**src/rtl/param_id_tagger.sv**
```systemverilog
// -----------------------------------------------------------------------------
// param_id_tagger
//
// Upstream stage for the data/id consumer. Each beat accepted on the input
// valid/ready handshake is stamped with a sequential ID. The {data, id} pair is
// buffered in a small show-ahead FIFO and presented on the output valid/ready
// handshake.
//
// Parameters
//   DATA_WIDTH : payload width
//   ID_WIDTH   : sequence ID width (the counter wraps at 2^ID_WIDTH)
//   DEPTH      : FIFO entries, power of two, >= 2
//
// Ports
//   clk             : single clock, all logic on the rising edge
//   rst_n           : synchronous active-low reset
//   in_valid        : upstream beat present
//   in_ready        : a beat can be accepted this cycle
//   in_data         : upstream payload
//   id_clear        : restart the ID sequence at 0
//   out_valid       : head entry available
//   out_ready       : downstream consumes the head this cycle
//   out_data        : head payload (holds the last head value while empty)
//   out_id          : head ID (holds the last head value while empty)
//   level           : current FIFO occupancy, 0..DEPTH
//   overflow_sticky : a beat arrived while full; cleared only by reset
// -----------------------------------------------------------------------------
module param_id_tagger #(
    parameter int DATA_WIDTH = 8,
    parameter int ID_WIDTH   = 32,
    parameter int DEPTH      = 4
) (
    input  logic                        clk,
    input  logic                        rst_n,
    input  logic                        in_valid,
    output logic                        in_ready,
    input  logic [DATA_WIDTH-1:0]       in_data,
    input  logic                        id_clear,
    output logic                        out_valid,
    input  logic                        out_ready,
    output logic [DATA_WIDTH-1:0]       out_data,
    output logic [ID_WIDTH-1:0]         out_id,
    output logic [$clog2(DEPTH)+1-1:0]  level,
    output logic                        overflow_sticky
);

    localparam int PW = $clog2(DEPTH);
    localparam int LW = PW + 1;
    localparam logic [LW-1:0] FULL_LVL = LW'(DEPTH);

    // Storage: payload and ID kept side by side per slot.
    logic [DATA_WIDTH-1:0] mem_data [DEPTH];
    logic [ID_WIDTH-1:0]   mem_id   [DEPTH];

    logic [PW-1:0]         wr_ptr;
    logic [PW-1:0]         rd_ptr;
    logic [ID_WIDTH-1:0]   id_cnt;

    logic                  full;
    logic                  empty;
    logic                  push;
    logic                  pop;
    logic [ID_WIDTH-1:0]   tag;
    logic [PW-1:0]         rd_ptr_nxt;
    logic [LW-1:0]         level_nxt;
    logic [DATA_WIDTH-1:0] head_data_nxt;
    logic [ID_WIDTH-1:0]   head_id_nxt;

    // Handshake and status, all derived from registered state (plus rst_n for
    // in_ready). out_ready never reaches in_ready, so a full FIFO refuses a
    // beat even when the head is popped in the same cycle.
    always_comb begin
        full      = (level == FULL_LVL);
        empty     = (level == '0);
        in_ready  = !full && rst_n;
        out_valid = !empty;
        push      = in_valid && !full;
        pop       = !empty && out_ready;
        tag       = id_clear ? '0 : id_cnt;
    end

    // Next head selection. The output registers always hold the entry that
    // will sit at the head after this edge. When the FIFO will be empty the
    // registers keep their previous value. When every older entry is being
    // drained, the beat written this cycle becomes the head and is taken
    // straight from the input, since the memory does not hold it yet.
    always_comb begin
        rd_ptr_nxt    = rd_ptr + PW'(pop);
        level_nxt     = level + LW'(push) - LW'(pop);
        head_data_nxt = out_data;
        head_id_nxt   = out_id;
        if (level_nxt != '0) begin
            if (push && (rd_ptr_nxt == wr_ptr)) begin
                head_data_nxt = in_data;
                head_id_nxt   = tag;
            end else begin
                head_data_nxt = mem_data[rd_ptr_nxt];
                head_id_nxt   = mem_id[rd_ptr_nxt];
            end
        end
    end

    // Control state: pointers, occupancy, ID counter, sticky flag and the
    // head registers. Reset discards every buffered entry.
    always_ff @(posedge clk) begin
        if (!rst_n) begin
            wr_ptr          <= '0;
            rd_ptr          <= '0;
            level           <= '0;
            id_cnt          <= '0;
            overflow_sticky <= 1'b0;
            out_data        <= '0;
            out_id          <= '0;
        end else begin
            if (push) begin
                wr_ptr <= wr_ptr + PW'(1);
            end
            rd_ptr   <= rd_ptr_nxt;
            level    <= level_nxt;
            out_data <= head_data_nxt;
            out_id   <= head_id_nxt;

            // A clear coincident with an accept tags the beat 0 and continues
            // from 1; a refused beat leaves the counter untouched.
            if (push) begin
                id_cnt <= tag + ID_WIDTH'(1);
            end else if (id_clear) begin
                id_cnt <= '0;
            end

            if (in_valid && full) begin
                overflow_sticky <= 1'b1;
            end
        end
    end

    // Storage writes carry no reset; stale slots are unreachable because the
    // pointers and level are cleared.
    always_ff @(posedge clk) begin
        if (push) begin
            mem_data[wr_ptr] <= in_data;
            mem_id[wr_ptr]   <= tag;
        end
    end

endmodule
```
**config.mk**
```make
export PLATFORM = sky130hd
export DESIGN_NAME = param_id_tagger
export DESIGN_NICKNAME = d
export VERILOG_FILES = /design/src/rtl/param_id_tagger.sv
export SDC_FILE = /design/constraint.sdc
export NUM_CORES = 1
export LEC_CHECK = 0
export BUFFER_PORTS_ARGS = -buffer_cell sky130_fd_sc_hd__buf_2
export CAP_MARGIN = 40
export CORE_ASPECT_RATIO = 0.75
export CORE_MARGIN = 5
export CORE_UTILIZATION = 40
export CTS_CLUSTER_SIZE = 10
export DETAILED_ROUTE_END_ITERATION = 8
export HOLD_SLACK_MARGIN = 0.08
export PLACE_DENSITY_LB_ADDON = 0.1
export SYNTH_ARGS = -nofsm -noshare
export SYNTH_HDL_FRONTEND = slang
export SYNTH_SLANG_ARGS = --single-unit
```
**constraint.sdc**
```tcl
create_clock -name clk -period 5.5 [get_ports clk]
set_input_delay 0.825 -clock clk [delete_from_list [all_inputs] [get_ports clk]]
set_output_delay 0.825 -clock clk [all_outputs]
set_load 0.02 [all_outputs]
```
==> results.py, run 1 <==
metrics = {
    "grt": {
        "grt_usage": 0.1603,
        "grt_pass1_vias": 6003,
        "grt_max_degree": 81,
        "grt_pass1_wl_um": 34380,
        "grt.overflow.total": 0,
        "antenna_found_initial": 0,
    },
    "logic_synthesis": {
        "synth_xor_area_frac": 0.02173,
        "yosys.area_share.simple": 0.1243,
        "syn_area_sq_um": 9673,
        "synth_seq_cells": 240,
        "syn_area_per_cell_sq_um": 13.64,
        "synthAdderAreaFrac": 0.01242,
        "yosysSeqAreaShare": 0.6623,
        "synth-edff-count": 160,
        "ys.warnings.count": 0,
        "synth_compound_area_frac": 0.06092,
        "synth_flop_cell": "edfxtp_1",
        "syn_nets": 731,
        "synthCells": 709,
        "synth_top_family_by_area": "simple AND/OR/NAND/NOR gates",
        "synth.area.mux_share": 0.09624,
        "ys_types": 41,
        "synthArstFlopShare": 0,
    },
    "final_layout": {
        "drive_above_1_share": 0.1964,
        "final_nets": 787,
        "design_area_sq_um": 11090,
        "antenna_cells": 0,
        "area_growth_pct": 14.64,
        "final_common_cell": "edfxtp_1",
        "final_cell_mix": "edfxtp_1, nand2_1, dfxtp_1",
        "nFillCells": 2134,
    },
    "power": {
        "combPwrFrac": 0.346,
        "clkPwrFrac": 0.265,
        "ir_worst_vdd_mv": 0.7746,
        "seqPwrFrac": 0.389,
        "leakage_nw": 3.860,
        "p_switching_w": 0.002000,
        "intPower_w": 0.003951,
        "switching_share": 0.3361,
        "power_density_nw_per_um2": 536.7,
        "fin_total_pwr_w": 0.005951,
    },
    "sta": {
        "tightest_slew_ns": 0.8417,
        "setup_viol_count_final": 0,
        "period_minus_slack_ns": 3.795,
        "skew_ns": 0.008046,
        "grt_setup_unrepaired": "no",
        "relSlewSlack": 0.4346,
        "fin_setup_tns_ns": 0,
        "fin_crit_sh": 0.6901,
        "hold_viol": 0,
        "max_freq_mhz": 263.5,
        "maxSlewViolCount": 0,
    },
    "route": {
        "drcViolationCount": 0,
        "vias_per_cell": 5.343,
        "drt_iter0_drc": 339,
        "drt.antenna.violating_nets": 0,
        "wirelength_um": 21740,
        "wl_per_cell_um": 19.95,
        "drt_pre_antenna_iters": 4,
        "vias": 5824,
    },
    "place": {
        "io_buffers": 58,
        "place_congestion": 0.7556,
        "dpl-instance-area_sq_um": 10330,
        "hpwlAfterDp_um": 12670,
    },
    "floorplanning": {
        "die_y_um": 144.7,
        "die_w_um": 189.6,
        "top_level_ports": 59,
        "start_util": 0.4046,
        "die-area_sq_um": 27430,
        "core_sq_um": 23910,
        "rows": 49,
    },
    "critical_path": {
        "endpoint_kind": "flip-flop",
        "cp_top_family": "simple AND/OR/NAND/NOR gates",
        "required_ns": 5.85,
        "start_kind": "flip-flop",
        "crit_slowest_cell": "or3b_2",
        "cp.arrival_ns": 4.15,
        "crit_buf_inv": 3,
        "path_class": "reg2reg",
        "path_max_fanout": 80,
        "worstPathCellList": "or3b_2, and2_1, inv_1, ha_1, inv_1, ha_1, fa_1, xnor2_1, xnor2_1, or3_2, buf_4, o21ai_0, a31oi_1",
        "cp_slowest_stage_delay_ns": 0.53,
    },
    "clock_tree": {
        "path_clk_slew_ns": 0.06,
        "cts-resized-gates": 0,
        "cts_tree": "built",
        "cts.hold.buffers_added": 0,
        "htreeDepth": 1,
        "clock-sinks": 240,
        "clock_path_buffers": 3,
        "cts_root_buf": "clkbuf_16",
        "post_cts_buffers": 0,
        "clk_latency_ns": 0.51,
        "cts_made_buffers": 27,
    },
    "status": {
        "status": "complete, no violations",
    },
    "min_path": {
        "min_path_type": "reg2reg",
    },
    "flow_run": {
        "drv_cap": 0,
    },
}
-- stage by stage --
| stage | setup WS [ns] | util | std cells | hold WS, ns |
|---|---|---|---|---|
| final | 1.705 | 0.4638 | 1090 | 0.5020 |
| after global routing | 1.332 | 0.4638 | 1090 | 0.5212 |
| after CTS | 1.656 | 0.4638 | 1090 | 0.5030 |
| after detailed placement | 1.404 | 0.4322 | 1042 | 0.4945 |
| after global placement | 1.573 | 0.4299 | 1039 | 0.4693 |
| after floorplan | 2.090 | - | 709 | 0.4692 |
-- final timing paths --
kind,slack [ns],start,to,depth (start not counted)
min reg2reg,0.50,wr_ptr[1],wr_ptr[1],2
min,0.50,wr_ptr[1],wr_ptr[1],2
max reg2reg,1.70,level[2],out_id[27],13
max,1.70,level[2],out_id[27],13
-- layout make-up --
type                            instances  area (sq um)  share of cell area
Clock buffer                           48         754.5             0.06804
Inverter                               10         37.54            0.003385
Multi-Input combinational cell        414          3080              0.2778
Sequential cell                       240          6406              0.5777
Tap cell                              306         382.9             0.03453
Timing Repair Buffer                   72         427.9             0.03859
-- registers in the layout, summed over array words and instances (netlist names) --
register and flops:
id_cnt 32, rd_ptr 2, level 3, out_id 32, out_data 8, wr_ptr 2
overflow_sticky 1, mem_id 128, mem_data 32
-- power groups by stage --
stage	Sequential [W]	Combinational, W	Clock, W
finish	0.00232	0.00206	0.00158
floorplan	0.00248	0.00135	0
detailed placement	0.00236	0.00211	0
global placement	0.00235	0.00202	0
CTS	0.00232	0.00212	0.00162
global route	0.00235	0.00229	0.00170
-- worst register-to-register path, delay by kind of cell (launching register included) --
kind | cells | cell delay, ns
adders and majority gates | 3 | 0.72
DFF | 1 | 0.41
buffers and inverters | 3 | 0.60
xor gates and xnor gates | 2 | 0.29
and+or+nand+nor | 3 | 1.24
AOI/OAI and AO/OA | 2 | 0.37
-- layer usage --
metal / part of all wire / global-route usage / vias to the layer above
li1: - / - / 2761
met3: 0.044 / 0.02686 / 29
met2: 0.47 / 0.2633 / 110
met4: 0.016 / 0.03120 / 0
met1: 0.47 / 0.2298 / 2924
met5: 0 / 0 / -
-- cells by family after synthesis --
kind of cell | Yosys count
flip-flops | 240
AND/OR/NAND/NOR | 234
AO/OA/AOI/OAI | 104
buffers and inverters | 55
multiplexers | 43
XOR/XNOR | 24
adder cells (fa/ha/maj) | 9
-- cells in the mapped netlist (2+ instances only) --
cell type / instances / area, sq um
or4_1: 2 / 15.01
nor3_1: 6 / 30.03
nand4b_1: 2 / 17.52
xor2_1: 8 / 70.07
or3_1: 5 / 31.28
nand2b_1: 5 / 31.28
or4_4: 2 / 22.52
and4b_1: 4 / 40.04
o31ai_1: 2 / 15.01
nand2_1: 100 / 375.4
nor2b_1: 30 / 187.7
clkbuf_1: 36 / 135.1
ha_1: 8 / 100.1
or3_2: 3 / 22.52
mux4_2: 40 / 900.9
nand3_1: 8 / 40.04
mux2i_1: 3 / 30.03
and4_1: 2 / 17.52
nand3b_1: 2 / 15.01
and3_1: 11 / 68.82
a31oi_1: 41 / 256.5
buf_1: 8 / 30.03
xnor2_1: 16 / 140.1
dfxtp_1: 80 / 1602
nand4_1: 12 / 75.07
inv_1: 10 / 37.54
o21ai_0: 46 / 230.2
and2_1: 11 / 68.82
edfxtp_1: 160 / 4805
a21oi_1: 12 / 60.06
nor2_1: 24 / 90.09
No activity file was read; power rests on OpenSTA's default activity.
==> run 2, diff against run 1 <==
clock period = 3.9 ns   (was 5.5 ns; I/O delays follow)
==> run 2 against run 1 <==
Net effect: register-to-register slack got worse by 1.4 ns; clock power is 49% higher; flip-flop and latch count unchanged; global-route usage increased by 0.066 points; hold slack got worse by 0.21 ns; sequential power grew 41%; fmax up 5.2%; cell area up 0.77%; cell count up 0.92%; sequential share of layout area is 0.44 points lower; die area is the same; clock skew is 0.0048 ns higher; critical endpoint is now out_data[1].
==> results.py, run 2 (same netlist as run 1, synthesis figures left out) <==
metrics = {
    "power": {
        "clkPwrFrac": 0.277,
        "ir_worst_vdd_mv": 0.7232,
        "seqPwrFrac": 0.386,
        "power_density_nw_per_um2": 758.1,
        "intPower_w": 0.005645,
        "leakage_nw": 3.916,
        "p_switching_w": 0.002826,
        "fin_total_pwr_w": 0.008472,
        "switching_share": 0.3336,
        "combPwrFrac": 0.337,
    },
    "sta": {
        "tightest_slew_ns": 0.7933,
        "fin_setup_tns_ns": 0,
        "grt_setup_unrepaired": "no",
        "setup_ws_ns": 0.2917,
        "timing.hold.ws_ns": 0.2891,
        "setup_viol_count_final": 0,
        "max_freq_mhz": 277.1,
        "relSlewSlack": 0.4670,
        "skew_ns": 0.01287,
        "fin_crit_sh": 0.9252,
        "maxSlewViolCount": 0,
        "hold_viol": 0,
        "period_minus_slack_ns": 3.608,
    },
    "min_path": {
        "hp-start": "in_data[3]",
        "min_path_type": "in2reg",
        "hold_path_depth": 1,
        "hold_end": "mem_data[2][3]",
    },
    "final_layout": {
        "final_nets": 794,
        "final_common_cell": "edfxtp_1",
        "final_cell_mix": "edfxtp_1, nand2_1, dfxtp_1",
        "largest_reg_flops": 128,
        "max_flop_register": "mem_id",
        "antenna_cells": 0,
        "final_util": 0.4673,
        "drive_above_1_share": 0.2065,
        "nFillCells": 2157,
        "area_growth_pct": 15.52,
    },
    "clock_tree": {
        "clock_path_buffers": 3,
        "cts-resized-gates": 0,
        "cts.hold.buffers_added": 0,
        "cts_root_buf": "clkbuf_16",
        "post_cts_buffers": 0,
        "htreeDepth": 1,
        "path_clk_slew_ns": 0.06,
        "cts_tree": "built",
        "cts_made_buffers": 28,
        "clock-sinks": 240,
        "clk_latency_ns": 0.53,
    },
    "critical_path": {
        "crit_slowest_cell": "or3b_2",
        "path_class": "reg2reg",
        "crit_buf_inv": 3,
        "required_ns": 4.27,
        "r2r_end": "out_data[1]",
        "cp_slowest_stage_delay_ns": 0.53,
        "endpoint_kind": "flip-flop",
        "r2r_setup_slack_ns": 0.29,
        "start_kind": "flip-flop",
        "crit_path_start": "level[2]",
        "rr_startpoint": "level[2]",
        "cp_top_family": "simple AND/OR/NAND/NOR gates",
        "cp.arrival_ns": 3.97,
        "reg2reg_depth": 13,
        "path_max_fanout": 80,
        "worstPathCellList": "or3b_2, and2_1, inv_1, ha_1, inv_1, ha_1, fa_1, xnor2_1, xnor2_1, or3_2, buf_4, o21ai_0, a31oi_1",
    },
    "floorplanning": {
        "rows": 49,
        "die_y_um": 144.7,
        "die_w_um": 189.6,
        "start_util": 0.4046,
        "die-area_sq_um": 27430,
        "core_sq_um": 23910,
        "top_level_ports": 59,
    },
    "grt": {
        "antenna_found_initial": 0,
        "grt_max_degree": 81,
        "grt.overflow.total": 0,
        "grt_pass1_wl_um": 34780,
        "grt_pass1_vias": 6094,
        "grt_usage": 0.1609,
    },
    "route": {
        "drt_pre_antenna_iters": 5,
        "vias": 5884,
        "wl_met1_um": 10410,
        "drt.antenna.violating_nets": 0,
        "vias_per_cell": 5.349,
        "wl_met3_um": 792,
        "wl_per_cell_um": 19.80,
        "drcViolationCount": 0,
        "drt_iter0_drc": 307,
        "wl_met2_um": 10160,
        "wirelength_um": 21780,
        "top_layer_used": "met4",
    },
    "place": {
        "place_congestion": 0.7989,
        "io_buffers": 58,
        "pre_cts_ws_ns": 0.3028,
        "hpwlAfterDp_um": 12970,
    },
    "flow_run": {
        "drv_cap": 0,
    },
    "status": {
        "status": "complete, no violations",
    },
}
-- run 2: changes by cell type in the layout (fill, tap and decap cells not counted), sizes merged --
cell,change
buf,+6
clkbuf,+3
clkinv,+1
-- run 2: layout make-up --
type	count	area, sq um	share of cell area
clock buffer	51	818.3	0.07323
inverter	10	37.54	0.003359
timing repair buffer	78	440.4	0.03941
multi-input combinational	414	3080	0.2757
tap	306	382.9	0.03426
clock inverter	1	8.758	0.0007838
sequential	240	6406	0.5733
-- run 2: worst register-to-register path, cell delays in order, from the launching register on --
cell,delay [ns]
dfxtp_1,0.40
or3b_2,0.53
and2_1,0.20
inv_1,0.12
ha_1,0.16
inv_1,0.04
ha_1,0.18
fa_1,0.38
xnor2_1,0.14
xnor2_1,0.14
or3_2,0.41
buf_4,0.37
o21ai_0,0.32
a31oi_1,0.06
-- run 2: worst max path at each step --
| stage | slack (ns) | end | depth (start not counted) |
|---|---|---|---|
| after floorplan | 0.50 | out_data[7] | 15 |
| after global placement | 0.43 | out_id[24] | 13 |
| after detailed placement | 0.30 | out_data[1] | 13 |
| after CTS | 0.27 | out_data[1] | 13 |
| after global routing | 0.07 | out_data[3] | 13 |
| final | 0.29 | out_data[1] | 13 |
-- run 2: per-stage QoR --
stage	instances	area, sq um
after floorplan	709	9673
after global placement	1048	10350
after detailed placement	1048	10350
after CTS	1100	11170
after global routing	1100	11170
final	1100	11170
-- run 2: power by group through the flow --
stage / clock network, W / logic, W / registers [W]
final: 0.00235 / 0.00285 / 0.00327
after global routing: 0.00254 / 0.00317 / 0.00331
after CTS: 0.00243 / 0.00293 / 0.00328
after detailed placement: 0 / 0.00292 / 0.00333
after global placement: 0 / 0.00289 / 0.00331
after floorplan: 0 / 0.00190 / 0.00350
-- run 2: per-layer routing --
layer	up-vias	global-route usage
met4	0	0.03387
met2	109	0.2644
met3	33	0.02494
met5	-	0
met1	2967	0.2310
li1	2775	-
==> run 3, diff against run 2 <==
SETUP_SLACK_MARGIN = 0.3   (was default)
==> run 3 against run 2 <==
Net effect: cell area increased by 0.11%; worst setup slack improved by 0.21 ns; core utilization increased by 0.052 points; hold slack about the same; critical path depth unchanged; register-to-register slack improved by 0.21 ns; non-clock buffer count unchanged; critical endpoint unchanged; largest cell class unchanged; largest power group unchanged.
==> results.py, run 3 (same netlist as run 1, synthesis figures left out) <==
metrics = {
    "status": {
        "status": "complete, no violations",
    },
    "clock_tree": {
        "cts.hold.buffers_added": 0,
        "path_clk_slew_ns": 0.06,
        "clock_path_buffers": 3,
        "cts_root_buf": "clkbuf_16",
        "htreeDepth": 1,
        "clock-sinks": 240,
        "cts_tree": "built",
        "cts_made_buffers": 28,
        "clk_latency_ns": 0.53,
    },
    "critical_path": {
        "start_kind": "flip-flop",
        "worstPathCellList": "or3b_2, and2_1, inv_1, ha_1, inv_1, ha_1, fa_1, xnor2_1, xnor2_1, or3_2, buf_12, o21ai_0, a31oi_1",
        "path_class": "reg2reg",
        "crit_slowest_cell": "or3b_2",
        "crit_path_start": "level[2]",
        "rr_startpoint": "level[2]",
        "r2r_setup_slack_ns": 0.51,
        "reg2reg_depth": 13,
        "endpoint_kind": "flip-flop",
        "required_ns": 4.29,
        "r2r_end": "out_data[1]",
        "cp_slowest_stage_delay_ns": 0.53,
        "path_max_fanout": 80,
        "cp.arrival_ns": 3.79,
    },
    "final_layout": {
        "final_nets": 794,
        "max_flop_register": "mem_id",
        "area_growth_pct": 15.65,
        "final_cell_mix": "edfxtp_1, nand2_1, dfxtp_1",
        "drive_above_1_share": 0.2065,
        "largest_reg_flops": 128,
        "final_common_cell": "edfxtp_1",
        "antenna_cells": 0,
    },
    "power": {
        "fin_total_pwr_w": 0.008516,
        "combPwrFrac": 0.340,
        "clkPwrFrac": 0.275,
        "ir_worst_vdd_mv": 0.7690,
        "leakage_nw": 3.921,
        "seqPwrFrac": 0.384,
        "power_density_nw_per_um2": 761.2,
        "switching_share": 0.3327,
        "p_switching_w": 0.002834,
        "intPower_w": 0.005683,
    },
    "sta": {
        "period_minus_slack_ns": 3.394,
        "hold_viol": 0,
        "fin_crit_sh": 0.8703,
        "maxSlewViolCount": 0,
        "setup_viol_count_final": 0,
        "skew_ns": 0.01286,
        "fin_setup_tns_ns": 0,
        "grt_setup_unrepaired": "no",
        "relSlewSlack": 0.4670,
        "max_freq_mhz": 294.6,
        "tightest_slew_ns": 0.7933,
        "timing.hold.ws_ns": 0.2891,
    },
    "min_path": {
        "min_path_type": "in2reg",
        "hold_path_depth": 1,
        "hold_end": "mem_data[3][2]",
        "hp-start": "in_data[2]",
    },
    "floorplanning": {
        "top_level_ports": 59,
        "core_sq_um": 23910,
        "start_util": 0.4046,
        "die_y_um": 144.7,
        "die-area_sq_um": 27430,
        "die_w_um": 189.6,
        "rows": 49,
    },
    "route": {
        "wirelength_um": 21760,
        "wl_per_cell_um": 19.78,
        "vias_per_cell": 5.349,
        "drt_pre_antenna_iters": 4,
        "drcViolationCount": 0,
        "vias": 5884,
        "drt.antenna.violating_nets": 0,
        "drt_iter0_drc": 293,
    },
    "grt": {
        "use_met3": 0.02494,
        "grt_pass1_wl_um": 34780,
        "antenna_found_initial": 0,
        "grt.overflow.total": 0,
        "grt_pass1_vias": 6094,
        "grt_max_degree": 81,
        "use_met2": 0.2644,
        "busiest_layer": "met2",
        "grt_usage": 0.1609,
        "use_met1": 0.2310,
    },
    "flow_run": {
        "drv_cap": 0,
    },
    "place": {
        "hpwlAfterDp_um": 12970,
        "io_buffers": 58,
        "place_congestion": 0.7989,
    },
}
-- run 3: cell types whose count changed in the layout (fill, tap and decap cells not counted) --
| cell | previous run | this run |
|---|---|---|
| o21ai_0 | 46 | 44 |
| buf_12 | 0 | 1 |
| buf_4 | 20 | 19 |
| o21ai_1 | 0 | 2 |
-- run 3: power by group through the flow --
stage	sequential, W	combinational, W	clock (W)
after floorplan	0.00350	0.00190	0
after global placement	0.00331	0.00289	0
after detailed placement	0.00333	0.00292	0
after CTS	0.00328	0.00294	0.00243
after global routing	0.00331	0.00322	0.00254
final	0.00327	0.00290	0.00235
-- run 3: repair_timing --
| action | CTS | global route |
|---|---|---|
| gates resized for setup | 1 | 5 |
| setup endpoints to repair | 7 | 37 |
| hold endpoints to repair | 0 | 0 |
| setup buffers | 0 | 0 |
-- run 3: layout make-up --
type	instances	area, sq um
fill	2154	12720
clock buffer	51	818.3
inverter	10	37.54
multi-input combinational	414	3080
sequential	240	6406
tap	306	382.9
timing repair buffer	78	452.9
clock inverter	1	8.758
-- run 3: routing by layer --
layer,part of all wire,wire [um],up-vias
li1,-,-,2776
met1,0.48,10380,2971
met2,0.47,10200,104
met3,0.036,773,33
met4,0.019,414,0
met5,0,0,-
-- run 3: through the flow --
stage	cell area (sq um)	utilization	setup slack [ns]	cells
after detailed placement	10350	0.4328	0.3028	1048
after CTS	11180	0.4675	0.3976	1100
after floorplan	9673	-	0.5049	709
after global routing	11190	0.4679	0.3282	1100
after global placement	10350	0.4328	0.4289	1048
final	11190	0.4679	0.5057	1100
-- run 3: worst max-delay path, delay by kind of cell (launching register included) --
family | cells | cell delay (ns)
simple gates | 3 | 1.18
compound gates | 2 | 0.28
fa+ha+maj | 3 | 0.70
xor+xnor | 2 | 0.28
flops | 1 | 0.40
buf+inv | 3 | 0.39
-- run 3: worst max path at each step --
stage,cells past startpoint,to
global placement,13,out_id[24]
CTS,13,out_data[1]
floorplan,15,out_data[7]
detailed placement,13,out_data[1]
finish,13,out_data[1]
global route,13,out_id[19]
